--- src/rtl/mcdp_pkg.sv ---
// Shared constants for the multi-cycle datapath: opcodes, R-type functs,
// instruction field positions and the control FSM state encoding.
package mcdp_pkg;

  localparam logic [3:0] OP_R    = 4'd0;
  localparam logic [3:0] OP_ADDI = 4'd1;
  localparam logic [3:0] OP_LW   = 4'd2;
  localparam logic [3:0] OP_SW   = 4'd3;
  localparam logic [3:0] OP_BEQ  = 4'd4;
  localparam logic [3:0] OP_BNE  = 4'd5;
  localparam logic [3:0] OP_J    = 4'd6;
  localparam logic [3:0] OP_HALT = 4'd15;

  localparam logic [3:0] FN_ADD = 4'd0;
  localparam logic [3:0] FN_SUB = 4'd1;
  localparam logic [3:0] FN_AND = 4'd2;
  localparam logic [3:0] FN_OR  = 4'd3;
  localparam logic [3:0] FN_XOR = 4'd4;
  localparam logic [3:0] FN_SLT = 4'd5;

  localparam int OPC_LSB = 20;
  localparam int RS_LSB  = 16;
  localparam int RT_LSB  = 12;
  localparam int RD_LSB  = 8;
  localparam int FN_LSB  = 0;
  localparam int IMM_W   = 12;
  localparam int JT_W    = 20;
  localparam int INSN_W  = 24;

  typedef enum logic [2:0] {
    S_FETCH,
    S_DECODE,
    S_EXEC,
    S_MEM,
    S_WB,
    S_HALT
  } state_t;

endpackage

--- src/rtl/mcdp_if.sv ---
// Shared memory port of the multi-cycle datapath (fetch and load/store).
interface mcdp_if #(
  parameter int DATA_W = 24
);
  // req/ack: the master raises mem_req and holds mem_addr/mem_we/mem_wdata
  // stable until the slave pulses mem_ack for one cycle (read data valid in
  // that cycle); an ack while mem_req is low carries no meaning.
  logic              mem_req;
  logic              mem_we;
  logic [DATA_W-1:0] mem_addr;
  logic [DATA_W-1:0] mem_wdata;
  logic [DATA_W-1:0] mem_rdata;
  logic              mem_ack;

  modport master (
    output mem_req, mem_we, mem_addr, mem_wdata,
    input  mem_rdata, mem_ack
  );

  modport slave (
    input  mem_req, mem_we, mem_addr, mem_wdata,
    output mem_rdata, mem_ack
  );
endinterface

--- src/rtl/mcdp_regfile.sv ---
// Register file: two asynchronous read ports, one synchronous write port,
// entry 0 always reads as zero and ignores writes.
module mcdp_regfile #(
  parameter int REG_AW = 4,
  parameter int DATA_W = 24
) (
  input  logic              clk,
  input  logic              rst_n,
  input  logic              we,
  input  logic [REG_AW-1:0] wa,
  input  logic [DATA_W-1:0] wd,
  input  logic [REG_AW-1:0] ra1,
  input  logic [REG_AW-1:0] ra2,
  output logic [DATA_W-1:0] rd1,
  output logic [DATA_W-1:0] rd2
);
  logic [DATA_W-1:0] regs [2**REG_AW];

  always_ff @(posedge clk or negedge rst_n) begin
    if (!rst_n) begin
      for (int i = 0; i < 2**REG_AW; i++) regs[i] <= '0;
    end else if (we && (wa != '0)) begin
      regs[wa] <= wd;
    end
  end

  assign rd1 = (ra1 == '0) ? '0 : regs[ra1];
  assign rd2 = (ra2 == '0) ? '0 : regs[ra2];
endmodule

--- src/rtl/multicycle_datapath.sv ---
// Multi-cycle 24-bit-ISA datapath with inline control FSM and ALU, sharing
// one req/ack memory port between instruction fetch and load/store.
module multicycle_datapath
  import mcdp_pkg::*;
#(
  parameter int DATA_W   = 24,
  parameter int REG_AW   = 4,
  parameter int PC_RESET = 10,
  parameter int PC_STEP  = 3,
  parameter int CNT_W    = 16
) (
  input  logic              Clock,
  input  logic              Resetn,
  mcdp_if.master            mem,
  output logic              halted,
  output logic [DATA_W-1:0] pc,
  output logic [CNT_W-1:0]  retired,
  output logic              ovf,
  output state_t            state
);
  state_t            state_nxt;
  logic              started;
  logic [INSN_W-1:0] ir;
  logic [DATA_W-1:0] a, b, alu_out, mdr;
  logic [DATA_W-1:0] rd1, rd2, imm_sx, jtarget, opb, sum, diff, alu_res;
  logic [DATA_W-1:0] pc_seq, pc_br, pc_val, rf_wd;
  logic [3:0]        opcode, funct;
  logic [REG_AW-1:0] rs, rt, rd, rf_wa;
  logic              add_ovf, sub_ovf, alu_ovf;
  logic              req, retire, pc_load, rf_we;

  assign opcode  = ir[OPC_LSB +: 4];
  assign funct   = ir[FN_LSB +: 4];
  assign rs      = REG_AW'(ir[RS_LSB +: 4]);
  assign rt      = REG_AW'(ir[RT_LSB +: 4]);
  assign rd      = REG_AW'(ir[RD_LSB +: 4]);
  assign imm_sx  = {{(DATA_W-IMM_W){ir[IMM_W-1]}}, ir[IMM_W-1:0]};
  assign jtarget = {{(DATA_W-JT_W){1'b0}}, ir[JT_W-1:0]};
  assign pc_seq  = pc + DATA_W'(PC_STEP);
  assign pc_br   = pc_seq + imm_sx * DATA_W'(PC_STEP);

  mcdp_regfile #(.REG_AW(REG_AW), .DATA_W(DATA_W)) u_regfile (
    .clk(Clock), .rst_n(Resetn),
    .we(rf_we), .wa(rf_wa), .wd(rf_wd),
    .ra1(rs), .ra2(rt), .rd1(rd1), .rd2(rd2)
  );

  always_comb begin
    opb     = (opcode == OP_R) ? b : imm_sx;
    sum     = a + opb;
    diff    = a - opb;
    add_ovf = (a[DATA_W-1] == opb[DATA_W-1]) && (sum[DATA_W-1] != a[DATA_W-1]);
    sub_ovf = (a[DATA_W-1] != opb[DATA_W-1]) && (diff[DATA_W-1] != a[DATA_W-1]);
    alu_res = sum;
    alu_ovf = 1'b0;
    if (opcode == OP_R) begin
      case (funct)
        FN_ADD:  begin alu_res = sum;  alu_ovf = add_ovf; end
        FN_SUB:  begin alu_res = diff; alu_ovf = sub_ovf; end
        FN_AND:  alu_res = a & opb;
        FN_OR:   alu_res = a | opb;
        FN_XOR:  alu_res = a ^ opb;
        FN_SLT:  alu_res = {{(DATA_W-1){1'b0}}, ($signed(a) < $signed(opb))};
        default: alu_res = '0;
      endcase
    end else if (opcode == OP_ADDI) begin
      alu_ovf = add_ovf;
    end
  end

  always_comb begin
    state_nxt = state;
    req       = 1'b0;
    retire    = 1'b0;
    pc_load   = 1'b0;
    pc_val    = pc_seq;
    rf_we     = 1'b0;
    rf_wa     = (opcode == OP_R) ? rd : rt;
    rf_wd     = (opcode == OP_LW) ? mdr : alu_out;
    case (state)
      S_FETCH: begin
        // started keeps the port quiet until the first edge after reset
        req = started;
        if (started && mem.mem_ack) state_nxt = S_DECODE;
      end
      S_DECODE: state_nxt = S_EXEC;
      S_EXEC: begin
        case (opcode)
          OP_R, OP_ADDI: state_nxt = S_WB;
          OP_LW, OP_SW:  state_nxt = S_MEM;
          OP_HALT: begin
            retire    = 1'b1;
            state_nxt = S_HALT;
          end
          default: begin
            pc_load   = 1'b1;
            retire    = 1'b1;
            state_nxt = S_FETCH;
            if (opcode == OP_BEQ && a == b) pc_val = pc_br;
            if (opcode == OP_BNE && a != b) pc_val = pc_br;
            if (opcode == OP_J)             pc_val = jtarget;
          end
        endcase
      end
      S_MEM: begin
        req = 1'b1;
        if (mem.mem_ack) begin
          if (opcode == OP_SW) begin
            pc_load   = 1'b1;
            retire    = 1'b1;
            state_nxt = S_FETCH;
          end else begin
            state_nxt = S_WB;
          end
        end
      end
      S_WB: begin
        rf_we     = 1'b1;
        pc_load   = 1'b1;
        retire    = 1'b1;
        state_nxt = S_FETCH;
      end
      default: state_nxt = S_HALT;
    endcase
  end

  always_ff @(posedge Clock or negedge Resetn) begin
    if (!Resetn) begin
      state   <= S_FETCH;
      started <= 1'b0;
      pc      <= DATA_W'(PC_RESET);
      retired <= '0;
      ovf     <= 1'b0;
      ir      <= '0;
      a       <= '0;
      b       <= '0;
      alu_out <= '0;
      mdr     <= '0;
    end else begin
      state   <= state_nxt;
      started <= 1'b1;
      if (state == S_FETCH && req && mem.mem_ack) ir <= mem.mem_rdata[INSN_W-1:0];
      if (state == S_DECODE) begin
        a <= rd1;
        b <= rd2;
      end
      if (state == S_EXEC) begin
        alu_out <= alu_res;
        ovf     <= ovf | alu_ovf;
      end
      if (state == S_MEM && mem.mem_ack && opcode == OP_LW) mdr <= mem.mem_rdata;
      if (pc_load) pc <= pc_val;
      if (retire) retired <= retired + CNT_W'(1);
    end
  end

  assign mem.mem_req   = req;
  assign mem.mem_we    = req && (state == S_MEM) && (opcode == OP_SW);
  assign mem.mem_addr  = !req ? '0 : ((state == S_FETCH) ? pc : alu_out);
  assign mem.mem_wdata = mem.mem_we ? b : '0;
  assign halted        = (state == S_HALT);
endmodule

--- src/flat_wrapper.sv ---
// flat-port wrapper written by rule: the top's interface ports become plain ports
module multicycle_datapath_flat import mcdp_pkg::*;
#(
  parameter int DATA_W   = 24,
  parameter int REG_AW   = 4,
  parameter int PC_RESET = 10,
  parameter int PC_STEP  = 3,
  parameter int CNT_W    = 16
)
  (Clock, Resetn, halted, pc, retired, ovf, state, mem_mem_req, mem_mem_we, mem_mem_addr, mem_mem_wdata, mem_mem_rdata, mem_mem_ack);
  mcdp_if #(.DATA_W(DATA_W)) mem_i ();
  input  logic Clock;
  input  logic Resetn;
  output logic halted;
  output logic [DATA_W-1:0] pc;
  output logic [CNT_W-1:0] retired;
  output logic ovf;
  output state_t state;
  output wire logic [$bits(mem_i.mem_req)-1:0] mem_mem_req;
  output wire logic [$bits(mem_i.mem_we)-1:0] mem_mem_we;
  output wire logic [$bits(mem_i.mem_addr)-1:0] mem_mem_addr;
  output wire logic [$bits(mem_i.mem_wdata)-1:0] mem_mem_wdata;
  input wire logic [$bits(mem_i.mem_rdata)-1:0] mem_mem_rdata;
  input wire logic [$bits(mem_i.mem_ack)-1:0] mem_mem_ack;
  assign mem_mem_req = mem_i.mem_req;
  assign mem_mem_we = mem_i.mem_we;
  assign mem_mem_addr = mem_i.mem_addr;
  assign mem_mem_wdata = mem_i.mem_wdata;
  assign mem_i.mem_rdata = mem_mem_rdata;
  assign mem_i.mem_ack = mem_mem_ack;
  multicycle_datapath #(.DATA_W(DATA_W), .REG_AW(REG_AW), .PC_RESET(PC_RESET), .PC_STEP(PC_STEP), .CNT_W(CNT_W)) u_core (.Clock(Clock), .Resetn(Resetn), .mem(mem_i), .halted(halted), .pc(pc), .retired(retired), .ovf(ovf), .state(state));
endmodule
--- config.mk ---
export PLATFORM = sky130hd
export DESIGN_NAME = multicycle_datapath_flat
export DESIGN_NICKNAME = d
export VERILOG_FILES = /design/src/rtl/mcdp_pkg.sv /design/src/rtl/mcdp_if.sv /design/src/rtl/mcdp_regfile.sv /design/src/rtl/multicycle_datapath.sv /design/src/flat_wrapper.sv
export SDC_FILE = /design/constraint.sdc
export NUM_CORES = 2
export LEC_CHECK = 0
export ABC_AREA = 1
export CORE_AREA = 2 2 264 318
export DETAILED_ROUTE_END_ITERATION = 6
export DIE_AREA = 0 0 266 320
export DONT_BUFFER_PORTS = 1
export PLACE_DENSITY_LB_ADDON = 0.12
export SLEW_MARGIN = 10
export SYNTH_ARGS = -nofsm -noshare
export SYNTH_HDL_FRONTEND = slang
export SYNTH_SLANG_ARGS = --single-unit
--- constraint.sdc ---
create_clock -name Clock -period 7.88 [get_ports Clock]
set_clock_uncertainty 0.1 [all_clocks]
set_input_delay 0.788 -clock Clock [delete_from_list [all_inputs] [get_ports Clock]]
set_output_delay 0.788 -clock Clock [all_outputs]
set_load 0.01 [all_outputs]
==> run metrics <==
Crit. Startpoint=u_core.ir[23]; routability cong.=0.985; placed cells=5664; die area=approximately 85000 um2; Iter 0 DRT Violations=3443; share of synthesized registers carrying an async set or reset=1.00; Clock Path Buffers=3; post-synthesis mux area share=0.000321; max cap viols=0; area leader, netlist=dfrtp_1; Skew-Pair Late Insertion Delay=0.67 ns; initial antenna violation count=3; Core Area=81700 um2; Seq/Total Area, Yosys=0.392; ANT nets after route=0; port buffer count=0; fin cells=5776; routed vias=33200; Final HPWL DP=82000 um; Remaining Overflow, GRT=0; Synth Area in Simple Gates=0.204; Final nets=4825; total CTS buffers=59; xor and xnor area share after synthesis=0.0204; Critical Path End Type=flop; RSZ-0062 raised after global routing=false; Worst Path Arrival=5.50 ns; Worst R2R Start=u_core.ir[23]; Achievable Freq=200 MHz; setup total negative slack=0 ns; Worst EP required=8.36 ns; Area Growth Syn to Fin=7.05%; largest net degree at the start of global routing=550; vias per inst=5.75; fraction of layout cells with a size suffix above 1=0.0593; Synth Area per Inst=about 7.1 um2; die width=approximately 270 um; Post-synth EDFFs=0; Least-Margin Pin Slew=3.77 ns; Final Hold Violating Endpoints=66; Worst setup SP type=flop; initial core utilization=0.429; crit-path max FO=38; r2r endpoint=u_core.alu_out[12]; synthesized area=between 30000 and 40000 um2; post-synthesis register bit count=549; max-slew violations=470; failing checks=negative hold slack, max-slew violations; CTS tree=yes; Reg2Reg Depth=18; Routed wire per std cell=22.3 um; Worst Setup EP=u_core.alu_out[12]; Compound-Gate Fraction of Synth Area=0.245; Synth area leaders=dfrtp_1, o21ai_0, nand2_1, a21oi_1, inv_1; run status=finished with violations; most common cell after layout, fill and taps aside=nand2_1; fin crit period=5.01 ns; synthesized-area fraction occupied by adder cells=0.0458; largest family of logic cells by synthesized area=compound AO/OA/AOI/OAI gates; first-pass GRT wire length=195000 um; Worst Setup Path Type=flop to flop; Core Rows=115; Tot GR Track Use=0.299; Power Total=5.90 mW; Hold Slack=-0.274 ns; syn_nets=5066; Hold Path Class=input pin to asynchronous set/reset pin; Pwr Density=157 nW/um2; Unique masters post-synth=63; CTS root buf=clkbuf_16; endpoints failing setup=0; synth warn=0; # H-tree levels=2; Reg clk slew, reported paths=0.07 ns; commonest cells after routing, fill and taps aside=nand2_1, o21ai_0, dfrtp_1, inv_1, a21oi_1; drt total wl=129000 um; I/O pins=approximately 120; post-synth top area share=0.390; DRC viols=0; relative slew slack=-1.52; Sink Count=549; Max VDD drop=0.162 mV; vias in the first global route=30700; Pleak=16.7 nW; ys flop type=dfrtp_1; r2r setup slk=2.87 ns; period utilization=0.636; post-synthesis cell count=4913; Detailed Routing Iterations Pass 1=5; Die Y=320 um
## cell families (layout without fill, tap and decap cells)
| kind of cell | count (synthesis) | in the layout |
|---|---|---|
| and+or+nand+nor | 1726 | 1726 |
| AOI/OAI and AO/OA | 1615 | 1615 |
| buffers and inverters | 814 | 623 |
| DFF | 549 | 549 |
| adders and majority gates | 126 | 126 |
| xor gates and xnor gates | 81 | 81 |
| other | 1 | 2 |
| muxes | 1 | 1 |
## worst min-delay path by stage
stage                                     startpoint                         end  slack, ns  cells past startpoint
after floorplan           u_core.u_regfile.regs[383]  u_core.u_regfile.regs[383]       0.34                      1
after global placement    u_core.u_regfile.regs[371]  u_core.u_regfile.regs[371]       0.28                      0
after detailed placement  u_core.u_regfile.regs[381]  u_core.u_regfile.regs[381]       0.28                      0
after CTS                                     Resetn                 u_core.a[4]      -0.30                      0
after global routing                          Resetn                 u_core.a[4]      -0.29                      0
final                                         Resetn                 u_core.a[4]      -0.27                      0
## synth_stat cells, types with 22 or more instances
cell type	n
buf_2	45
dfrtp_1	547
xor2_1	50
clkbuf_1	278
ha_1	122
inv_1	431
nand3_1	241
nand2_1	1093
nor2_1	279
a21oi_1	345
o21ai_0	961
nand4_1	22
o21ai_1	104
o211ai_1	109
xnor2_1	30
## registers in the layout, indices dropped and copies added, names as in the netlist
signal and flops:
u_core.u_regfile.regs 384, u_core.a 24, u_core.alu_out 24, u_core.b 24, u_core.ir 24, u_core.mdr 24, u_core.pc 24, u_core.retired 16
u_core.state 3, u_core.ovf 1, u_core.started 1
## power by group
group          internal (mW)  total (mW)  switching [mW]  leakage [nW]
registers               2.82        2.82        0.000222          7.61
logic                0.00110     0.00785         0.00675          8.09
clock network           1.81        3.07            1.26          1.04
## stage by stage
step | utilization | setup slack (ns) | instance area [um2]
2_1_floorplan | - | 4.11 | 35100
3_3_place_gp | 0.434 | 3.06 | 35500
3_5_place_dp | 0.434 | 3.02 | 35500
4_1_cts | 0.460 | 2.98 | 37600
5_1_grt | 0.460 | 2.48 | 37600
6_report | 0.460 | 2.87 | 37600
## layer usage
layer / vias up / track usage / wire length (um)
met5: - / 0 / 18
met4: 2 / 0.116 / 5350
met3: 236 / 0.0346 / 7770
met2: 1219 / 0.485 / 59400
met1: 15900 / 0.407 / 56600
li1: 15800 / - / -
## worst max-delay path: stages, from the launching register on
cell and delay [ns]:
dfrtp_1 0.42, nor2_2 0.19, inv_2 0.09, nor2_4 0.44, inv_2 0.43, buf_4 0.40, o21ai_0 0.28, inv_1 0.11
ha_1 0.45, inv_1 0.19, o31ai_1 0.72, nand3_1 0.14, nand2_1 0.15, a31oi_1 0.12, o21ai_0 0.29, o21ai_0 0.12
a21oi_1 0.13, nor3_1 0.06, a21oi_1 0.11
## layout make-up
| cell class | instances | area, um2 |
|---|---|---|
| multi-input combinational | 3550 | 18200 |
| tap | 1053 | 1320 |
| antenna | 1 | 2.50 |
| fill | 8506 | 44200 |
| timing repair buffer | 63 | 510 |
| inverter | 449 | 1690 |
| clock inverter | 20 | 319 |
| clock buffer | 91 | 1780 |
| sequential | 549 | 13800 |
## repair_timing
item	in CTS	in global routing
hold endpoints to repair	549	547
buffers inserted	0	0
gates resized for setup	0	0
Power figures use the tool's default switching activity.
